**src/rtl/ew_pkg.sv**
```systemverilog
// Shared types for the EW threat-response FSM and its downstream checker.
package ew_pkg;

    localparam int FSM_BITS = 3;

    // Encoding 7 is deliberately left unused; the checker flags it as illegal.
    typedef enum logic [FSM_BITS-1:0] {
        ST_IDLE             = 3'd0,
        ST_MONITOR          = 3'd1,
        ST_JAMMED           = 3'd2,
        ST_SPOOF_DETECTED   = 3'd3,
        ST_ENTROPY_ANALYZED = 3'd4,
        ST_COUNTER_MEASURE  = 3'd5,
        ST_RECOVERY         = 3'd6
    } fsm_state_t;

    typedef enum logic [1:0] {
        CM_NONE  = 2'd0,
        CM_JAM   = 2'd1,
        CM_SPOOF = 2'd2
    } cm_type_t;

    function automatic int max_int(input int a, input int b);
        return (a > b) ? a : b;
    endfunction

endpackage

```
**src/rtl/ew_threat_fsm_if.sv**
```systemverilog
// Detector/countermeasure bus between the EW receive chain and the threat FSM.
interface ew_threat_fsm_if #(
    parameter int ENT_W    = 8,
    parameter int CNT_W    = 16,
    parameter int FSM_BITS = 3
);
    logic                jam_det;
    logic                spoof_det;
    logic                ent_valid;
    logic [ENT_W-1:0]    ent_value;
    logic                cm_ack;
    logic [FSM_BITS-1:0] fsm_state;
    logic                cm_req;
    logic [1:0]          cm_type;
    logic                timeout_err;
    logic [CNT_W-1:0]    jam_count;
    logic [CNT_W-1:0]    spoof_count;

    // Environment side: drives detector flags and the countermeasure ack.
    modport master (
        output jam_det, spoof_det, ent_valid, ent_value, cm_ack,
        input  fsm_state, cm_req, cm_type, timeout_err, jam_count, spoof_count
    );

    // FSM side.
    modport slave (
        input  jam_det, spoof_det, ent_valid, ent_value, cm_ack,
        output fsm_state, cm_req, cm_type, timeout_err, jam_count, spoof_count
    );
endinterface

```
**src/rtl/ew_sat_counter.sv**
```systemverilog
// Event counter that sticks at all-ones instead of wrapping.
module ew_sat_counter #(
    parameter int CNT_W = 16
) (
    input  logic             clk,
    input  logic             rst,
    input  logic             inc,
    output logic [CNT_W-1:0] count
);
    // Increment on request unless already saturated.
    always_ff @(posedge clk or posedge rst) begin
        if (rst)                     count <= '0;
        else if (inc && count != '1) count <= count + 1'b1;
    end
endmodule

```
**src/rtl/ew_threat_fsm.sv**
```systemverilog
// Threat-response sequencer: detector flags -> countermeasure handshake -> recovery.
module ew_threat_fsm
    import ew_pkg::*;
#(
    parameter int FSM_BITS        = 3,
    parameter int ENT_W           = 8,
    parameter int ENT_THRESH      = 96,
    parameter int WAIT_TIMEOUT    = 64,
    parameter int RECOVERY_CYCLES = 16,
    parameter int CNT_W           = 16
) (
    input  logic           clk,
    input  logic           rst,
    ew_threat_fsm_if.slave bus
);
    localparam int TMR_W = $clog2(max_int(WAIT_TIMEOUT, RECOVERY_CYCLES) + 1);

    fsm_state_t       state_q, state_d;
    cm_type_t         cm_type_q, cm_type_d;
    logic [TMR_W-1:0] tmr_q;
    logic [ENT_W-1:0] ent_cap_q;
    logic             cm_req_q, terr_q;
    logic             tmo, cap_en, wait_hit, rec_hit, timed;

    // The timer value before an edge equals the number of edges already spent
    // in the state, so "== N-1" makes the exit land on the N-th edge.
    assign wait_hit = (tmr_q == TMR_W'(WAIT_TIMEOUT - 1));
    assign rec_hit  = (tmr_q == TMR_W'(RECOVERY_CYCLES - 1));
    assign timed    = (state_q == ST_SPOOF_DETECTED) || (state_q == ST_COUNTER_MEASURE) ||
                      (state_q == ST_RECOVERY);

    // Next-state, timeout flag and countermeasure type selection.
    always_comb begin
        state_d   = state_q;
        cm_type_d = cm_type_q;
        tmo       = 1'b0;
        cap_en    = 1'b0;
        case (state_q)
            ST_IDLE:    state_d = ST_MONITOR;
            ST_MONITOR: begin
                if (bus.jam_det)        state_d = ST_JAMMED;
                else if (bus.spoof_det) state_d = ST_SPOOF_DETECTED;
            end
            ST_JAMMED: begin
                state_d   = ST_COUNTER_MEASURE;
                cm_type_d = CM_JAM;
            end
            ST_SPOOF_DETECTED: begin
                if (bus.ent_valid) begin
                    state_d = ST_ENTROPY_ANALYZED;
                    cap_en  = 1'b1;
                end else if (wait_hit) begin
                    state_d = ST_MONITOR;
                    tmo     = 1'b1;
                end
            end
            ST_ENTROPY_ANALYZED: begin
                if (ent_cap_q < ENT_W'(ENT_THRESH)) begin
                    state_d   = ST_COUNTER_MEASURE;
                    cm_type_d = CM_SPOOF;
                end else begin
                    state_d = ST_MONITOR;
                end
            end
            ST_COUNTER_MEASURE: begin
                // Ack beats a coincident timeout and suppresses the error pulse.
                if (bus.cm_ack) begin
                    state_d = ST_RECOVERY;
                end else if (wait_hit) begin
                    state_d = ST_RECOVERY;
                    tmo     = 1'b1;
                end
            end
            ST_RECOVERY: if (rec_hit) state_d = ST_MONITOR;
            default:     state_d = ST_IDLE;
        endcase
        if (state_d == ST_MONITOR) cm_type_d = CM_NONE;
    end

    // State, shared timer, captured entropy and registered outputs.
    always_ff @(posedge clk or posedge rst) begin
        if (rst) begin
            state_q   <= ST_IDLE;
            cm_type_q <= CM_NONE;
            tmr_q     <= '0;
            ent_cap_q <= '0;
            cm_req_q  <= 1'b0;
            terr_q    <= 1'b0;
        end else begin
            state_q   <= state_d;
            cm_type_q <= cm_type_d;
            tmr_q     <= (state_d != state_q || !timed) ? '0 : tmr_q + 1'b1;
            if (cap_en) ent_cap_q <= bus.ent_value;
            cm_req_q  <= (state_d == ST_COUNTER_MEASURE);
            terr_q    <= tmo;
        end
    end

    assign bus.fsm_state   = FSM_BITS'(state_q);
    assign bus.cm_req      = cm_req_q;
    assign bus.cm_type     = cm_type_q;
    assign bus.timeout_err = terr_q;

    ew_sat_counter #(.CNT_W(CNT_W)) u_jam_cnt (
        .clk   (clk),
        .rst   (rst),
        .inc   (state_q == ST_MONITOR && state_d == ST_JAMMED),
        .count (bus.jam_count)
    );

    ew_sat_counter #(.CNT_W(CNT_W)) u_spoof_cnt (
        .clk   (clk),
        .rst   (rst),
        .inc   (state_q == ST_MONITOR && state_d == ST_SPOOF_DETECTED),
        .count (bus.spoof_count)
    );
endmodule

```
**src/flat_wrapper.sv**
```systemverilog
// flat-port wrapper written by rule: the top's interface ports become plain ports
module ew_threat_fsm_flat import ew_pkg::*;
#(
    parameter int FSM_BITS        = 3,
    parameter int ENT_W           = 8,
    parameter int ENT_THRESH      = 96,
    parameter int WAIT_TIMEOUT    = 64,
    parameter int RECOVERY_CYCLES = 16,
    parameter int CNT_W           = 16
)
  (clk, rst, bus_jam_det, bus_spoof_det, bus_ent_valid, bus_ent_value, bus_cm_ack, bus_fsm_state, bus_cm_req, bus_cm_type, bus_timeout_err, bus_jam_count, bus_spoof_count);
  ew_threat_fsm_if #(.ENT_W(ENT_W), .CNT_W(CNT_W), .FSM_BITS(FSM_BITS)) bus_i ();
  input  logic clk;
  input  logic rst;
  input wire logic [$bits(bus_i.jam_det)-1:0] bus_jam_det;
  input wire logic [$bits(bus_i.spoof_det)-1:0] bus_spoof_det;
  input wire logic [$bits(bus_i.ent_valid)-1:0] bus_ent_valid;
  input wire logic [$bits(bus_i.ent_value)-1:0] bus_ent_value;
  input wire logic [$bits(bus_i.cm_ack)-1:0] bus_cm_ack;
  output wire logic [$bits(bus_i.fsm_state)-1:0] bus_fsm_state;
  output wire logic [$bits(bus_i.cm_req)-1:0] bus_cm_req;
  output wire logic [$bits(bus_i.cm_type)-1:0] bus_cm_type;
  output wire logic [$bits(bus_i.timeout_err)-1:0] bus_timeout_err;
  output wire logic [$bits(bus_i.jam_count)-1:0] bus_jam_count;
  output wire logic [$bits(bus_i.spoof_count)-1:0] bus_spoof_count;
  assign bus_i.jam_det = bus_jam_det;
  assign bus_i.spoof_det = bus_spoof_det;
  assign bus_i.ent_valid = bus_ent_valid;
  assign bus_i.ent_value = bus_ent_value;
  assign bus_i.cm_ack = bus_cm_ack;
  assign bus_fsm_state = bus_i.fsm_state;
  assign bus_cm_req = bus_i.cm_req;
  assign bus_cm_type = bus_i.cm_type;
  assign bus_timeout_err = bus_i.timeout_err;
  assign bus_jam_count = bus_i.jam_count;
  assign bus_spoof_count = bus_i.spoof_count;
  ew_threat_fsm #(.FSM_BITS(FSM_BITS), .ENT_W(ENT_W), .ENT_THRESH(ENT_THRESH), .WAIT_TIMEOUT(WAIT_TIMEOUT), .RECOVERY_CYCLES(RECOVERY_CYCLES), .CNT_W(CNT_W)) u_core (.clk(clk), .rst(rst), .bus(bus_i));
endmodule
```
**config.mk**
```make
export PLATFORM = sky130hd
export DESIGN_NAME = ew_threat_fsm_flat
export DESIGN_NICKNAME = d
export VERILOG_FILES = /design/src/rtl/ew_pkg.sv /design/src/rtl/ew_threat_fsm_if.sv /design/src/rtl/ew_sat_counter.sv /design/src/rtl/ew_threat_fsm.sv /design/src/flat_wrapper.sv
export SDC_FILE = /design/constraint.sdc
export NUM_CORES = 1
export LEC_CHECK = 0
export CAP_MARGIN = 20
export CORE_MARGIN = 2
export CORE_UTILIZATION = 25
export DETAILED_ROUTE_END_ITERATION = 16
export PLACE_DENSITY = 0.41
export SLEW_MARGIN = 20
export SYNTH_ARGS = -nofsm -noshare
export SYNTH_HDL_FRONTEND = slang
export SYNTH_HIERARCHICAL = 1
export SYNTH_SLANG_ARGS = --single-unit
```
**constraint.sdc**
```tcl
create_clock -name clk -period 3.5 [get_ports clk]
set_input_delay 0.7 -clock clk [delete_from_list [all_inputs] [get_ports clk]]
set_output_delay 0.7 -clock clk [all_outputs]
set_load 0.02 [all_outputs]
```
### After elaboration in Yosys (flattened, before gate mapping)

Index checks and enable logic that the tools add are counted.

| operators by class | value |
|---|---|
| reduce and logical (&&, ||, !) cells | 11 |
| $lt $le $gt $ge | 1 |
| add/sub/neg operators | 3 |
| eq/ne operators | 16 |
| muxes and demuxes | 19 |

Operators with widths:

| operator | count |
|---|---|
| $add A16 B1 Y16 const B | 2 |
| $ne A16 B16 Y1 const B | 2 |
| $mux W3 | 8 |
| $pmux W3 S7 | 1 |
| $eq A3 B2 Y1 const B | 4 |
| $eq A3 B3 Y1 const B | 4 |
| $lt A8 B7 Y1 const B | 1 |
| $add A7 B1 Y7 const B | 1 |
| $eq A7 B4 Y1 const B | 1 |
| $eq A7 B6 Y1 const B | 1 |
| $mux W7 | 1 |
| $eq A3 B1 Y1 const B | 2 |
| $mux W1 | 5 |
| $logic_and A1 B1 Y1 | 4 |
| $mux W2 | 2 |
| $pmux W2 S2 | 1 |
| $logic_not A3 Y1 | 1 |
| $logic_or A1 B1 Y1 | 3 |
| $ne A3 B1 Y1 const B | 1 |
| $ne A3 B3 Y1 | 1 |
| $reduce_bool A3 Y1 | 1 |
| $pmux W1 S2 | 1 |
| $reduce_and A2 Y1 | 1 |
| $logic_not A1 Y1 | 1 |

| storage, ports and cells | value |
|---|---|
| flip-flop bits (word level) | 54 |
| bits of input ports | 14 |

### Logic depth before layout (Yosys ltp)

| logic depth | value |
|---|---|
| depth after elaboration | 7 |
| mapped depth | 10 |

### Hierarchy

The synthesis kept the hierarchy.

By module, submodules not included:

| module | cells each | sequential area each (um^2) | times used | area each (um^2) |
|---|---|---|---|---|
| ew_sat_counter | 71 | 400.4 | 2 | 805.8 |
| ew_threat_fsm | 94 | 425.4 | 1 | 984.7 |

### Worst setup path before layout

Ideal clock, no wire load.

| timing path | value |
|---|---|
| path type | input to register |
| start point | input bus_jam_det |
| end point | register u_core.u_spoof_cnt.count[14] |
| path buffers | 1 |
| data required time | 3.375 ns |
| slack | 0.868 ns |
| data arrival time | 2.507 ns |
| stages on the path | 8 |
| path through | mux2_4 > o221a_1 > buf_6 > nor4_2 > and4_1 > nand3_1 > nor2_1 > mux2_2 |

| between the ends | value |
|---|---|
| word-level cells in the longest chain between the ends | 5 |

RTL lines:

| what | RTL line | text |
|---|---|---|
| from (decl) | flat_wrapper.sv:15 | `input wire logic [$bits(bus_i.jam_det)-1:0] bus_jam_det;` |
| $mux W3 | ew_threat_fsm.sv:41 | `if (bus.jam_det) state_d = ST_JAMMED;` |
| $pmux W3 S7 | ew_threat_fsm.sv:38 | `case (state_q)` |
| $eq A3 B2 Y1 | ew_threat_fsm.sv:114 | `.inc (state_q == ST_MONITOR && state_d == ST_SPOOF_DETECTED),` |
| $logic_and A1 B1 Y1 | ew_threat_fsm.sv:114 |  |
| $logic_and A1 B1 Y1 | ew_sat_counter.sv:13 | `else if (inc && count != '1) count <= count + 1'b1;` |
| to (signal assigned) | ew_sat_counter.sv:13 |  |
| to (decl) | ew_sat_counter.sv:8 | `output logic [CNT_W-1:0] count` |

No other way between the ends.
A chain may end at the register's enable or synchronous reset.

### Worst setup path after layout

Same ends and word-level chain as after synthesis.

==> impl_metrics.csv <==
group,metric,value,unit
floorplan,initial_core_util,0.255,
route,drt-total-wl,5810,µm
logic_synthesis,synthCells,236,
logic_synthesis,synth_edf_count,0,
power_and_ir_drop,p_leak,1.37,nW
global_route,grt_max_degree,18,
floorplan,ios,53,
route,first_iter_violations,68,
floorplan,die-area,11200,µm²
setup_path,r2r_start,"u_core/bus.fsm_state[1]",
logic_synthesis,postSynth.asyncResetShare,1.00,
min_path,hold_path_class,"flip-flop to flip-flop",
logic_synthesis,synth_top_cell_area_share,0.472,
route,drtPass1Iterations,4,
finish,nets,305,
logic_synthesis,syn_nets,253,
min_path,worstHoldEndpoint,"u_core/tmr_q[0]",
global_route,overflow,0,
logic_synthesis,synth_flop_cell,"dfrtp_1",
power_and_ir_drop,power_density,580,nW/µm²
clocking,clockBufferDepth,2,
place,gp_congestion,0.687,
min_path,holdPathStages,1,
status,run_status,"complete, no violations",
place,port_buffers,47,
logic_synthesis,ys_seq_area_frac,0.472,
logic_synthesis,synthTopCellsByCount,"dfrtp_1 (49), xnor2_1 (24), nand3_1 (16)",
place,dpl.cell_count,417,
clocking,cts.sinks,49,
logic_synthesis,syn_area,2600,µm²
clocking,path_clk_slew,0.10,ns
route,vias,1943,
setup_path,crit_arrival,3.01,ns
place,dpl-instance-area,3220,µm²
global_route,antenna_found_initial,0,
timing,fin_crit,2.81,ns
setup_path,regToRegSetupSlack,0.77,ns
finish,drive_gt1_frac,0.138,
timing,rsz0062_at_grt,"no",
clocking,insertion_delay,0.30,ns
finish,layoutNonFillerInstCount,425,
floorplan,core,10200,µm²
clocking,hold_buffers,0,
setup_path,rr_worst_depth,7,
route,routedWlPerCell,13.7,µm
global_route,grt_use_total,0.110,
logic_synthesis,yosys.area.top_type,"dfrtp_1",
timing,hold_viol,0,
setup_path,worst-path-max-fanout,4,
min_path,hold_start,"u_core/tmr_q[0]",
setup_path,required,3.70,ns
finish,diodes,0,
logic_synthesis,synthTopCellsByArea,"dfrtp_1 (47%), xnor2_1 (8.1%), nand3_1 (3.1%)",
timing,slew_headroom,0.557,
clocking,cts-htree-levels,2,
finish,area_growth,27.4,%
route,vias_per_cell,4.57,
power_and_ir_drop,irDropWorstVdd,0.000319,V
setup_path,rr_endpoint,"u_core/u_spoof_cnt/count[14]",
clocking,cts_buffers,5,
clocking,ctsResizeCount,0,
setup_path,crit_type,"input port to flip-flop",
timing,finalCritPeriodShare,0.804,
setup_path,endpoint_kind,"flip-flop",
global_route,grt_pass1_wl,9880,µm
logic_synthesis,synthMostInstantiatedCell,"dfrtp_1",
timing,max_slew.worst_pin.slew,0.663,ns
finish,fin_area,3310,µm²
clocking,cts_tree,"done",
finish,n_fill_cell,1091,
timing,slew_viol_final,0,
logic_synthesis,yosys_warnings,6,
global_route,grt_pass1_vias,1925,
job,cap_violations,0,
route,drc_errors,0,
timing,setup_viol,0,
clocking,root_buffer,"clkbuf_8",
floorplan,fp.dieH,106,µm
logic_synthesis,syn_area_per_cell,11.0,µm²
floorplan,fp-row-count,37,
setup_path,startpoint_type,"input port",
floorplan,dieWidth,106,µm
timing,fmax,355,MHz
clocking,cts_setup_buffers,0,
timing,fin_tns_setup,0,ns
timing,skew,0.0113,ns
logic_synthesis,synth-seq-cells,49,
logic_synthesis,ys_types,49,
place,dp_hpwl,4180,µm
route,drtAntennaViolNets,0,
==> cell families after synthesis <==
kind of cell / share of synthesized area
compound gates: 0.0800
flops: 0.472
simple gates: 0.273
mux: 0.0439
xor+xnor: 0.0911
buf+inv: 0.0251
fa+ha+maj: 0.0145
==> final cells by class <==
| cell class | count | area, µm² | area share |
|---|---|---|---|
| Sequential cell | 49 | 1230 | 0.371 |
| Clock buffer | 7 | 76.3 | 0.0231 |
| Clock inverter | 1 | 7.51 | 0.00227 |
| Tap cell | 136 | 170 | 0.0514 |
| Multi-Input combinational cell | 175 | 1310 | 0.394 |
| Timing Repair Buffer | 51 | 500 | 0.151 |
| Inverter | 6 | 22.5 | 0.00681 |
==> where the power goes <==
group / switching [mW] / leakage [nW] / total (mW) / internal, mW
Combinational: 0.382 / 0.678 / 0.730 / 0.348
Sequential: 0.175 / 0.654 / 0.849 / 0.674
Clock: 0.198 / 0.0385 / 0.340 / 0.142
Total: 0.756 / 1.37 / 1.92 / 1.16
==> layout by cell type (no fill, tap or decap), types with 4 or more instances in the layout <==
cell / synthesis / final
nor3_2: 6 / 6
o21ai_0: 6 / 6
nand2_1: 15 / 15
inv_1: 6 / 6
mux2_2: 7 / 7
and4_1: 6 / 6
nand3_1: 16 / 16
xnor2_1: 24 / 24
and3_1: 9 / 9
clkdlybuf4s50_1: 0 / 47
o21a_1: 4 / 4
clkbuf_8: 0 / 5
nand4_1: 11 / 11
buf_4: 0 / 4
nor3_1: 5 / 5
nor2_1: 11 / 11
a21oi_1: 7 / 7
dfrtp_1: 49 / 49
==> metrics by stage <==
step           worst slack (ns)  hold WS [ns]   util  power [mW]
6_report                  0.686         0.477  0.325        1.92
5_1_grt                   0.560         0.501  0.325        2.06
4_1_cts                   0.667         0.482  0.325        1.95
3_5_place_dp              0.320         0.464  0.317        1.60
3_3_place_gp              0.346         0.473  0.317        1.60
2_1_floorplan             0.868         0.443      -        1.32
==> how the worst max path moves through the flow <==
stage | startpoint | to | slack [ns] | cells past startpoint
finish | bus_jam_det | u_core/u_spoof_cnt/count[14] | 0.69 | 8
global route | bus_jam_det | u_core/u_spoof_cnt/count[14] | 0.56 | 8
CTS | bus_jam_det | u_core/u_spoof_cnt/count[14] | 0.67 | 8
detailed placement | bus_jam_det | u_core/u_spoof_cnt/count[14] | 0.32 | 8
global placement | bus_jam_det | u_core/u_spoof_cnt/count[14] | 0.35 | 8
floorplan | bus_jam_det | u_core/u_spoof_cnt/count[14] | 0.87 | 8
==> worst max-delay path, stage by stage <==
cell,delay (ns)
clkdlybuf4s50_1,0.46
mux2_4,0.29
o221a_1,0.26
nor4_2,0.34
and4_1,0.35
nand3_1,0.14
nor2_1,0.13
mux2_2,0.33
==> flip-flops by register name (all words and copies together) (netlist names) <==
| register | cells |
|---|---|
| u_core/bus.cm_req | 1 |
| u_core/bus.cm_type | 2 |
| u_core/bus.fsm_state | 3 |
| u_core/bus.timeout_err | 1 |
| u_core/ent_cap_q | 3 |
| u_core/tmr_q | 7 |
| u_core/u_jam_cnt/count | 16 |
| u_core/u_spoof_cnt/count | 16 |
==> layer usage <==
| layer | part of all wire | routed length [µm] | vias up | GRT usage |
|---|---|---|---|---|
| met5 | 0 | 0 | - | 0 |
| met4 | 0.011 | 65 | 0 | 0.0376 |
| met3 | 0.032 | 188 | 4 | 0.0282 |
| met2 | 0.47 | 2710 | 30 | 0.169 |
| met1 | 0.49 | 2850 | 942 | 0.151 |
| li1 | - | - | 967 | - |
Power figures use the tool's default switching activity.
